File: src/rtl/mem_bus_pkg.sv
// Shared definitions for the cellular-RAM bus arbiter: command words,
// bus field widths and the transfer sequencer state encoding.
package mem_bus_pkg;

  localparam logic [15:0] CMD_WRITE = 16'hFFFB;
  localparam logic [15:0] CMD_READ  = 16'hFFFA;

  localparam int ADDR_W  = 16;
  localparam int BURST_W = 2;
  localparam int IDX_W   = 2;

  typedef enum logic [2:0] {
    ST_IDLE = 3'd0,
    ST_CMD  = 3'd1,
    ST_ADDR = 3'd2,
    ST_WAIT = 3'd3,
    ST_DATA = 3'd4,
    ST_GAP  = 3'd5
  } state_e;

endpackage

File: src/rtl/mem_arbiter_if.sv
// Requester handshake plus controller-bus signals of the memory arbiter.
// The master modport is the arbiter side, slave is the requesters/controller side.
interface mem_arbiter_if #(parameter int NUM_REQ = 2);
  import mem_bus_pkg::*;

  logic [NUM_REQ-1:0]         req;
  logic [NUM_REQ-1:0]         req_we;
  logic [ADDR_W*NUM_REQ-1:0]  req_addr;
  logic [BURST_W*NUM_REQ-1:0] req_burst;
  logic [NUM_REQ-1:0]         grant;
  logic                       beat;
  logic [BURST_W-1:0]         beat_idx;
  logic [NUM_REQ-1:0]         done;
  logic [NUM_REQ-1:0]         err;
  logic [ADDR_W-1:0]          mem_baddr;
  logic [BURST_W-1:0]         mem_bburst;
  logic                       mem_bwait;

  modport master (
    input  req, req_we, req_addr, req_burst, mem_bwait,
    output grant, beat, beat_idx, done, err, mem_baddr, mem_bburst
  );

  modport slave (
    output req, req_we, req_addr, req_burst, mem_bwait,
    input  grant, beat, beat_idx, done, err, mem_baddr, mem_bburst
  );

endinterface

File: src/rtl/mem_arbiter_rr_select.sv
// Combinational round-robin pick: first asserted request at or after ptr,
// wrapping around, returned one-hot together with a valid flag.
module rr_select
  import mem_bus_pkg::*;
#(
  parameter int NUM_REQ = 2
) (
  input  logic [NUM_REQ-1:0] req,
  input  logic [IDX_W-1:0]   ptr,
  output logic [NUM_REQ-1:0] winner,
  output logic               valid
);

  logic hit_s;

  // Scan offsets from the pointer; the first hit claims the win.
  always_comb begin
    winner = '0;
    valid  = 1'b0;
    hit_s  = 1'b0;
    for (int off = 0; off < NUM_REQ; off++) begin
      for (int i = 0; i < NUM_REQ; i++) begin
        hit_s     = !valid && req[i] && (i == ((int'(ptr) + off) % NUM_REQ));
        winner[i] = winner[i] | hit_s;
        valid     = valid | hit_s;
      end
    end
  end

endmodule

File: src/rtl/mem_arbiter.sv
// Round-robin owner of the cellular-RAM controller bus: sequences command,
// address, wait and data-burst phases for one granted requester at a time.
module mem_arbiter #(
  parameter int          NUM_REQ   = 2,
  parameter int          WAIT_MAX  = 15,
  parameter logic [15:0] CMD_WRITE = mem_bus_pkg::CMD_WRITE,
  parameter logic [15:0] CMD_READ  = mem_bus_pkg::CMD_READ
) (
  input logic           clk,
  input logic           rst_L,
  mem_arbiter_if.master bus
);
  import mem_bus_pkg::*;

  localparam int WCW = $clog2(WAIT_MAX + 1);

  state_e               state_q,    state_d;
  logic [NUM_REQ-1:0]   grant_q,    grant_d;
  logic [NUM_REQ-1:0]   done_q,     done_d;
  logic [NUM_REQ-1:0]   err_q,      err_d;
  logic                 beat_q,     beat_d;
  logic [BURST_W-1:0]   beat_idx_q, beat_idx_d;
  logic [ADDR_W-1:0]    baddr_q,    baddr_d;
  logic [BURST_W-1:0]   bburst_q,   bburst_d;
  logic [IDX_W-1:0]     ptr_q,      ptr_d;
  logic                 we_q,       we_d;
  logic [ADDR_W-1:0]    addr_q,     addr_d;
  logic [BURST_W-1:0]   burst_q,    burst_d;
  logic [WCW-1:0]       wcnt_q,     wcnt_d;

  logic [NUM_REQ-1:0]   sel_winner_s;
  logic                 sel_valid_s;
  logic                 sel_we_s;
  logic [ADDR_W-1:0]    sel_addr_s;
  logic [BURST_W-1:0]   sel_burst_s;
  logic [IDX_W-1:0]     ptr_next_s;
  logic [WCW-1:0]       wcnt_inc_s;

  rr_select #(.NUM_REQ(NUM_REQ)) u_rr_select (
    .req    (bus.req),
    .ptr    (ptr_q),
    .winner (sel_winner_s),
    .valid  (sel_valid_s)
  );

  // AND-OR mux of the winner's request fields and of the post-transfer pointer.
  always_comb begin
    sel_we_s    = 1'b0;
    sel_addr_s  = '0;
    sel_burst_s = '0;
    ptr_next_s  = '0;
    for (int i = 0; i < NUM_REQ; i++) begin
      sel_we_s    = sel_we_s | (sel_winner_s[i] & bus.req_we[i]);
      sel_addr_s  = sel_addr_s | ({ADDR_W{sel_winner_s[i]}} & bus.req_addr[ADDR_W*i +: ADDR_W]);
      sel_burst_s = sel_burst_s | ({BURST_W{sel_winner_s[i]}} & bus.req_burst[BURST_W*i +: BURST_W]);
      ptr_next_s  = grant_q[i] ? ((i == NUM_REQ - 1) ? '0 : IDX_W'(i + 1)) : ptr_next_s;
    end
  end

  assign wcnt_inc_s = wcnt_q + WCW'(1);

  // Next state and next registered outputs; outputs describe the state being entered.
  always_comb begin
    state_d    = state_q;
    grant_d    = grant_q;
    done_d     = '0;
    err_d      = '0;
    beat_d     = 1'b0;
    beat_idx_d = '0;
    baddr_d    = '0;
    bburst_d   = bburst_q;
    ptr_d      = ptr_q;
    we_d       = we_q;
    addr_d     = addr_q;
    burst_d    = burst_q;
    wcnt_d     = wcnt_q;
    case (state_q)
      ST_IDLE: begin
        if (sel_valid_s) begin
          state_d  = ST_CMD;
          grant_d  = sel_winner_s;
          we_d     = sel_we_s;
          addr_d   = sel_addr_s;
          burst_d  = sel_burst_s;
          baddr_d  = sel_we_s ? CMD_WRITE : CMD_READ;
          bburst_d = sel_burst_s;
        end else begin
          state_d = ST_IDLE;
        end
      end
      ST_CMD: begin
        state_d = ST_ADDR;
        baddr_d = addr_q;
      end
      ST_ADDR: begin
        state_d = ST_WAIT;
        wcnt_d  = '0;
      end
      ST_WAIT: begin
        if (!bus.mem_bwait) begin
          state_d = ST_DATA;
          beat_d  = 1'b1;
        end else if (wcnt_inc_s == WCW'(WAIT_MAX)) begin
          // Controller never released bwait: close the transfer with an error.
          state_d = ST_GAP;
          wcnt_d  = wcnt_inc_s;
          done_d  = grant_q;
          err_d   = grant_q;
        end else begin
          wcnt_d = wcnt_inc_s;
        end
      end
      ST_DATA: begin
        if (beat_idx_q == burst_q) begin
          state_d = ST_GAP;
          done_d  = grant_q;
        end else begin
          beat_d     = 1'b1;
          beat_idx_d = beat_idx_q + 2'd1;
        end
      end
      ST_GAP: begin
        state_d = ST_IDLE;
        grant_d = '0;
        ptr_d   = ptr_next_s;
      end
      default: begin
        state_d = ST_IDLE;
        grant_d = '0;
      end
    endcase
  end

  // Sequencer state, latched request and registered bus outputs.
  always_ff @(posedge clk or negedge rst_L) begin
    if (!rst_L) begin
      state_q    <= ST_IDLE;
      grant_q    <= '0;
      done_q     <= '0;
      err_q      <= '0;
      beat_q     <= 1'b0;
      beat_idx_q <= '0;
      baddr_q    <= 16'h0000;
      bburst_q   <= 2'b00;
      ptr_q      <= '0;
      we_q       <= 1'b0;
      addr_q     <= '0;
      burst_q    <= '0;
      wcnt_q     <= '0;
    end else begin
      state_q    <= state_d;
      grant_q    <= grant_d;
      done_q     <= done_d;
      err_q      <= err_d;
      beat_q     <= beat_d;
      beat_idx_q <= beat_idx_d;
      baddr_q    <= baddr_d;
      bburst_q   <= bburst_d;
      ptr_q      <= ptr_d;
      we_q       <= we_d;
      addr_q     <= addr_d;
      burst_q    <= burst_d;
      wcnt_q     <= wcnt_d;
    end
  end

  assign bus.grant      = grant_q;
  assign bus.done       = done_q;
  assign bus.err        = err_q;
  assign bus.beat       = beat_q;
  assign bus.beat_idx   = beat_idx_q;
  assign bus.mem_baddr  = baddr_q;
  assign bus.mem_bburst = bburst_q;

endmodule

File: src/flat_wrapper.sv
// flat-port wrapper written by rule: the top's interface ports become plain ports
module mem_arbiter_flat import mem_bus_pkg::*;
#(
  parameter int          NUM_REQ   = 2,
  parameter int          WAIT_MAX  = 15,
  parameter logic [15:0] CMD_WRITE = mem_bus_pkg::CMD_WRITE,
  parameter logic [15:0] CMD_READ  = mem_bus_pkg::CMD_READ
)
  (clk, rst_L, bus_req, bus_req_we, bus_req_addr, bus_req_burst, bus_mem_bwait, bus_grant, bus_beat, bus_beat_idx, bus_done, bus_err, bus_mem_baddr, bus_mem_bburst);
  mem_arbiter_if #(.NUM_REQ(NUM_REQ)) bus_i ();
  input logic clk;
  input logic rst_L;
  input wire logic [$bits(bus_i.req)-1:0] bus_req;
  input wire logic [$bits(bus_i.req_we)-1:0] bus_req_we;
  input wire logic [$bits(bus_i.req_addr)-1:0] bus_req_addr;
  input wire logic [$bits(bus_i.req_burst)-1:0] bus_req_burst;
  input wire logic [$bits(bus_i.mem_bwait)-1:0] bus_mem_bwait;
  output wire logic [$bits(bus_i.grant)-1:0] bus_grant;
  output wire logic [$bits(bus_i.beat)-1:0] bus_beat;
  output wire logic [$bits(bus_i.beat_idx)-1:0] bus_beat_idx;
  output wire logic [$bits(bus_i.done)-1:0] bus_done;
  output wire logic [$bits(bus_i.err)-1:0] bus_err;
  output wire logic [$bits(bus_i.mem_baddr)-1:0] bus_mem_baddr;
  output wire logic [$bits(bus_i.mem_bburst)-1:0] bus_mem_bburst;
  assign bus_i.req = bus_req;
  assign bus_i.req_we = bus_req_we;
  assign bus_i.req_addr = bus_req_addr;
  assign bus_i.req_burst = bus_req_burst;
  assign bus_i.mem_bwait = bus_mem_bwait;
  assign bus_grant = bus_i.grant;
  assign bus_beat = bus_i.beat;
  assign bus_beat_idx = bus_i.beat_idx;
  assign bus_done = bus_i.done;
  assign bus_err = bus_i.err;
  assign bus_mem_baddr = bus_i.mem_baddr;
  assign bus_mem_bburst = bus_i.mem_bburst;
  mem_arbiter #(.NUM_REQ(NUM_REQ), .WAIT_MAX(WAIT_MAX), .CMD_WRITE(CMD_WRITE), .CMD_READ(CMD_READ)) u_core (.clk(clk), .rst_L(rst_L), .bus(bus_i));
endmodule
File: config.mk
export PLATFORM = sky130hd
export DESIGN_NAME = mem_arbiter_flat
export DESIGN_NICKNAME = d
export VERILOG_FILES = /design/src/rtl/mem_bus_pkg.sv /design/src/rtl/mem_arbiter_if.sv /design/src/rtl/mem_arbiter_rr_select.sv /design/src/rtl/mem_arbiter.sv /design/src/flat_wrapper.sv
export SDC_FILE = /design/constraint.sdc
export NUM_CORES = 1
export LEC_CHECK = 0
export ABC_AREA = 0
export ABC_CLOCK_PERIOD_IN_PS = 2450
export CAP_MARGIN = 20
export CORE_MARGIN = 2
export CORE_UTILIZATION = 30
export CTS_CLUSTER_SIZE = 10
export DETAILED_ROUTE_END_ITERATION = 10
export SYNTH_ARGS = -nofsm -noshare
export SYNTH_HDL_FRONTEND = slang
export SYNTH_SLANG_ARGS = --single-unit
File: constraint.sdc
create_clock -name clk -period 2.45 [get_ports clk]
set_input_delay 0.49 -clock clk [delete_from_list [all_inputs] [get_ports clk]]
set_output_delay 0.49 -clock clk [all_outputs]
set_load 0.01 [all_outputs]
==> key figures <==
Status
  – Status: complete, no violations

Worst hold path
  – Worst hold path class: primary input to asynchronous set/reset pin

Pwr
  – Peak VDD IR: 350 µV
  – Part of the power in registers: 41.8%
  – Internal Power: 2.10 mW
  – Combinational Power Share: 44.1%
  – Pwr dens: 1050 nW/µm²
  – Switching share of power: 35.6%
  – Clock power frac: 14.1%
  – Leakage: 1.37 nW
  – NetSw: 1.16 mW
  – Power Total: 3.26 mW

Die
  – Die height: 89.8 µm
  – Die area: 8070 µm²
  – Rows: 31
  – Starting Density: 30.8%
  – Area of the core: 7180 µm²
  – Horiz. Die Dim: 89.8 µm
  – I/O pin total: 70

Timing
  – Max Transition Viols Final: 0
  – Slew at the pin closest to its max-slew limit: 0.788 ns
  – RSZ-0062 raised after global routing: false
  – Tmin final: 1.99 ns
  – Max_slew headroom: 47.4%
  – Worst Clk Skew: 0.00401 ns
  – Count of final hold-check violations: 0
  – Setup violators final: 0
  – Max frequency: 502 MHz
  – Fin Setup TNS: 0 ns
  – Final Cycle Share: 81.3%

Drt
  – WL/cell: 14.4 µm
  – Vias/cell: 4.78
  – Routed Antenna Nets: 0
  – Via count: 1744
  – Drt pass-1 iters: 5
  – Drt drc: 0
  – Routed wire length: 5260 µm
  – DRT iter0 DRCs: 125

Global route
  – Met2 Resource Use GR: 22.0%
  – Vias in the first global route: 1761
  – Initial antenna violation count: 0
  – Gr busiest metal: met2
  – Largest net degree at the start of global routing: 28
  – Global Route Usage Sum: 13.6%
  – M3 GR Usage: 3.94%
  – Global-route wire length before repair: 8800 µm
  – GRT overflow: 0
  – Met1 usage: 17.6%

Clock tree
  – H-tree Lvls: 2
  – PostCTS Resize Cnt: 0
  – Skew-Pair Late Insertion Delay: 0.30 ns
  – CTS tree: done
  – Clk root buf: clkbuf_8
  – Clock Sinks: 51
  – CTS clk-pin slew, worst paths: 0.08 ns
  – Post-CTS setup buffer count: 0
  – Hold Buf Count CTS: 0
  – Number of CTS-inserted buffers: 5
  – Clock Path Buffers: 2

Synthesis
  – Yosys warning total: 0
  – Main synth FF type: dfrtp_1
  – Most common cell in the netlist: dfrtp_1
  – Syn nets: 239
  – Synth async-reset ratio: 100%
  – Cells after synthesis: 194
  – #FFs+latches synth: 51
  – Synth unique cells: 38
  – Sequential share of the synthesized area: 57.8%
  – Synth top area share: 57.8%
  – Synthesized area per cell: 11.4 µm²
  – Synthesized cell area: 2210 µm²
  – Top cells by area, synth: dfrtp_1 58%, a222oi_1 7.7%, o21a_1 4.4%
  – Cell taking the most area after synthesis: dfrtp_1
  – Post-synth EDFFs: 0
  – Most frequent cells after synthesis: 51 x dfrtp_1, 21 x inv_1, 17 x a222oi_1

Worst setup path
  – Crit path kind: primary input to flop
  – CP arrival: 2.21 ns
  – CP Buf/Inv Count: 1
  – Crit-path slowest cell: and2_1
  – Crit. Startpoint: bus_req[0]
  – Crit path max fanout: 17
  – Worst path required time: 2.67 ns
  – CP top delay family: simple AND/OR/NAND/NOR gates
  – CP Depth: 5
  – Critical Path, Cell by Cell: clkdlybuf4s50_1 -> a21boi_0 -> and2_1 -> a222oi_1 -> nor3_1
  – Worst r2r src: u_core.state_q[0]
  – Slowest Stage Delay on Critical Path: 0.63 ns
  – Critical Path Sink Type: flop
  – Worst Reg-to-Reg Cells: 4
  – Startpoint types: primary input

Finish
  – Synth-to-layout area growth: 40.7%
  – Antenna cells: 0
  – Multi-input gate area: 791 µm²
  – Nets: 310
  – Reg area: 1280 µm²
  – Fillers: 684
  – Final core occ: 43.3%
  – Layout cells sized above 1: 7.89%
  – Cell area after layout: 3110 µm²
  – Finished Layout Cells: 365

Placement
  – DP Wirelength: 3890 µm
  – Dpl cell area: 3030 µm²
  – Placed cell count: 357
  – I/O Buffers: 69
  – Gpl congestion: 0.811

Run
  – Maxcap violations: 0
==> cells in the final DEF, fill, tap and decap left out, types with 2 or more instances in the layout <==
master and instances:
a211oi_1 2, a21boi_0 4, a21oi_1 4, a222oi_1 17, a22o_1 2, a32oi_1 2, and2_1 3, buf_4 7
clkbuf_1 2, clkbuf_8 5, clkdlybuf4s50_1 68, dfrtp_1 51, ha_1 2, inv_1 21, mux2_2 2, nand2_1 10
nand2b_1 3, nand3_1 2, nand3b_1 2, nor2_1 7, nor2b_1 3, nor3_1 6, o21a_1 13, o21ai_0 6
o22ai_1 3, xnor2_1 4
==> power by group through the flow <==
stage,registers [mW],clock network (mW),logic [mW]
5_1_grt,1.41,0.523,1.61
3_5_place_dp,1.38,0,1.46
6_report,1.36,0.461,1.44
2_1_floorplan,1.37,0,0.887
3_3_place_gp,1.37,0,1.43
4_1_cts,1.37,0.479,1.47
==> registers in the layout, summed over array words and instances (netlist names), 3 cells and up <==
signal                count
u_core.wcnt_q             4
u_core.addr_q            16
u_core.bus.mem_baddr     16
u_core.state_q            3
==> area by class of cell <==
class	count	share of cell area, %
clock inverters	1	0.161
clock buffers	7	2.45
inverters	21	2.54
repair buffers	77	24.4
flip-flops and latches	51	41.0
multi-input cells	109	25.4
well taps	99	3.98
==> cell families (layout without fill, tap and decap cells) <==
logic type / after synthesis / after routing / share of synthesized area (%)
AO/OA/AOI/OAI: 58 / 58 / 20.7
XOR/XNOR: 4 / 4 / 1.59
adder cells (fa/ha/maj): 2 / 2 / 1.13
buffers and inverters: 34 / 106 / 7.08
flip-flops: 51 / 51 / 57.8
multiplexers: 3 / 3 / 1.47
AND/OR/NAND/NOR: 42 / 42 / 10.3
==> worst paths after layout <==
check / to / slack [ns]
worst min register to register: u_core.ptr_q[0] / 0.50
worst max-delay path: u_core.bus.mem_baddr[0] / 0.46
worst max register to register: u_core.bus.mem_baddr[0] / 0.58
worst min-delay path: u_core.ptr_q[0] / 0.19
min in group clk: u_core.ptr_q[0] / 0.50
max in group asynchronous: u_core.addr_q[4] / 1.72
==> per-stage QoR <==
stage,hold slack (ns),worst slack [ns]
2_1_floorplan,0.194,0.698
3_3_place_gp,0.478,0.183
5_1_grt,0.223,0.344
6_report,0.187,0.459
3_5_place_dp,0.486,0.106
4_1_cts,0.205,0.415
==> worst register-to-register path, stage by stage (launching register included) <==
cell,delay (ns)
dfrtp_1,0.46
nor3_1,0.25
and3_1,0.71
a222oi_1,0.21
nor3_1,0.17
==> metal layers <==
layer | wire (µm) | share of wire [%]
met5 | 0 | 0
met2 | 2620 | 50
met3 | 295 | 5.6
met1 | 2280 | 43
met4 | 63 | 1.2
No activity file was read; power rests on OpenSTA's default activity.
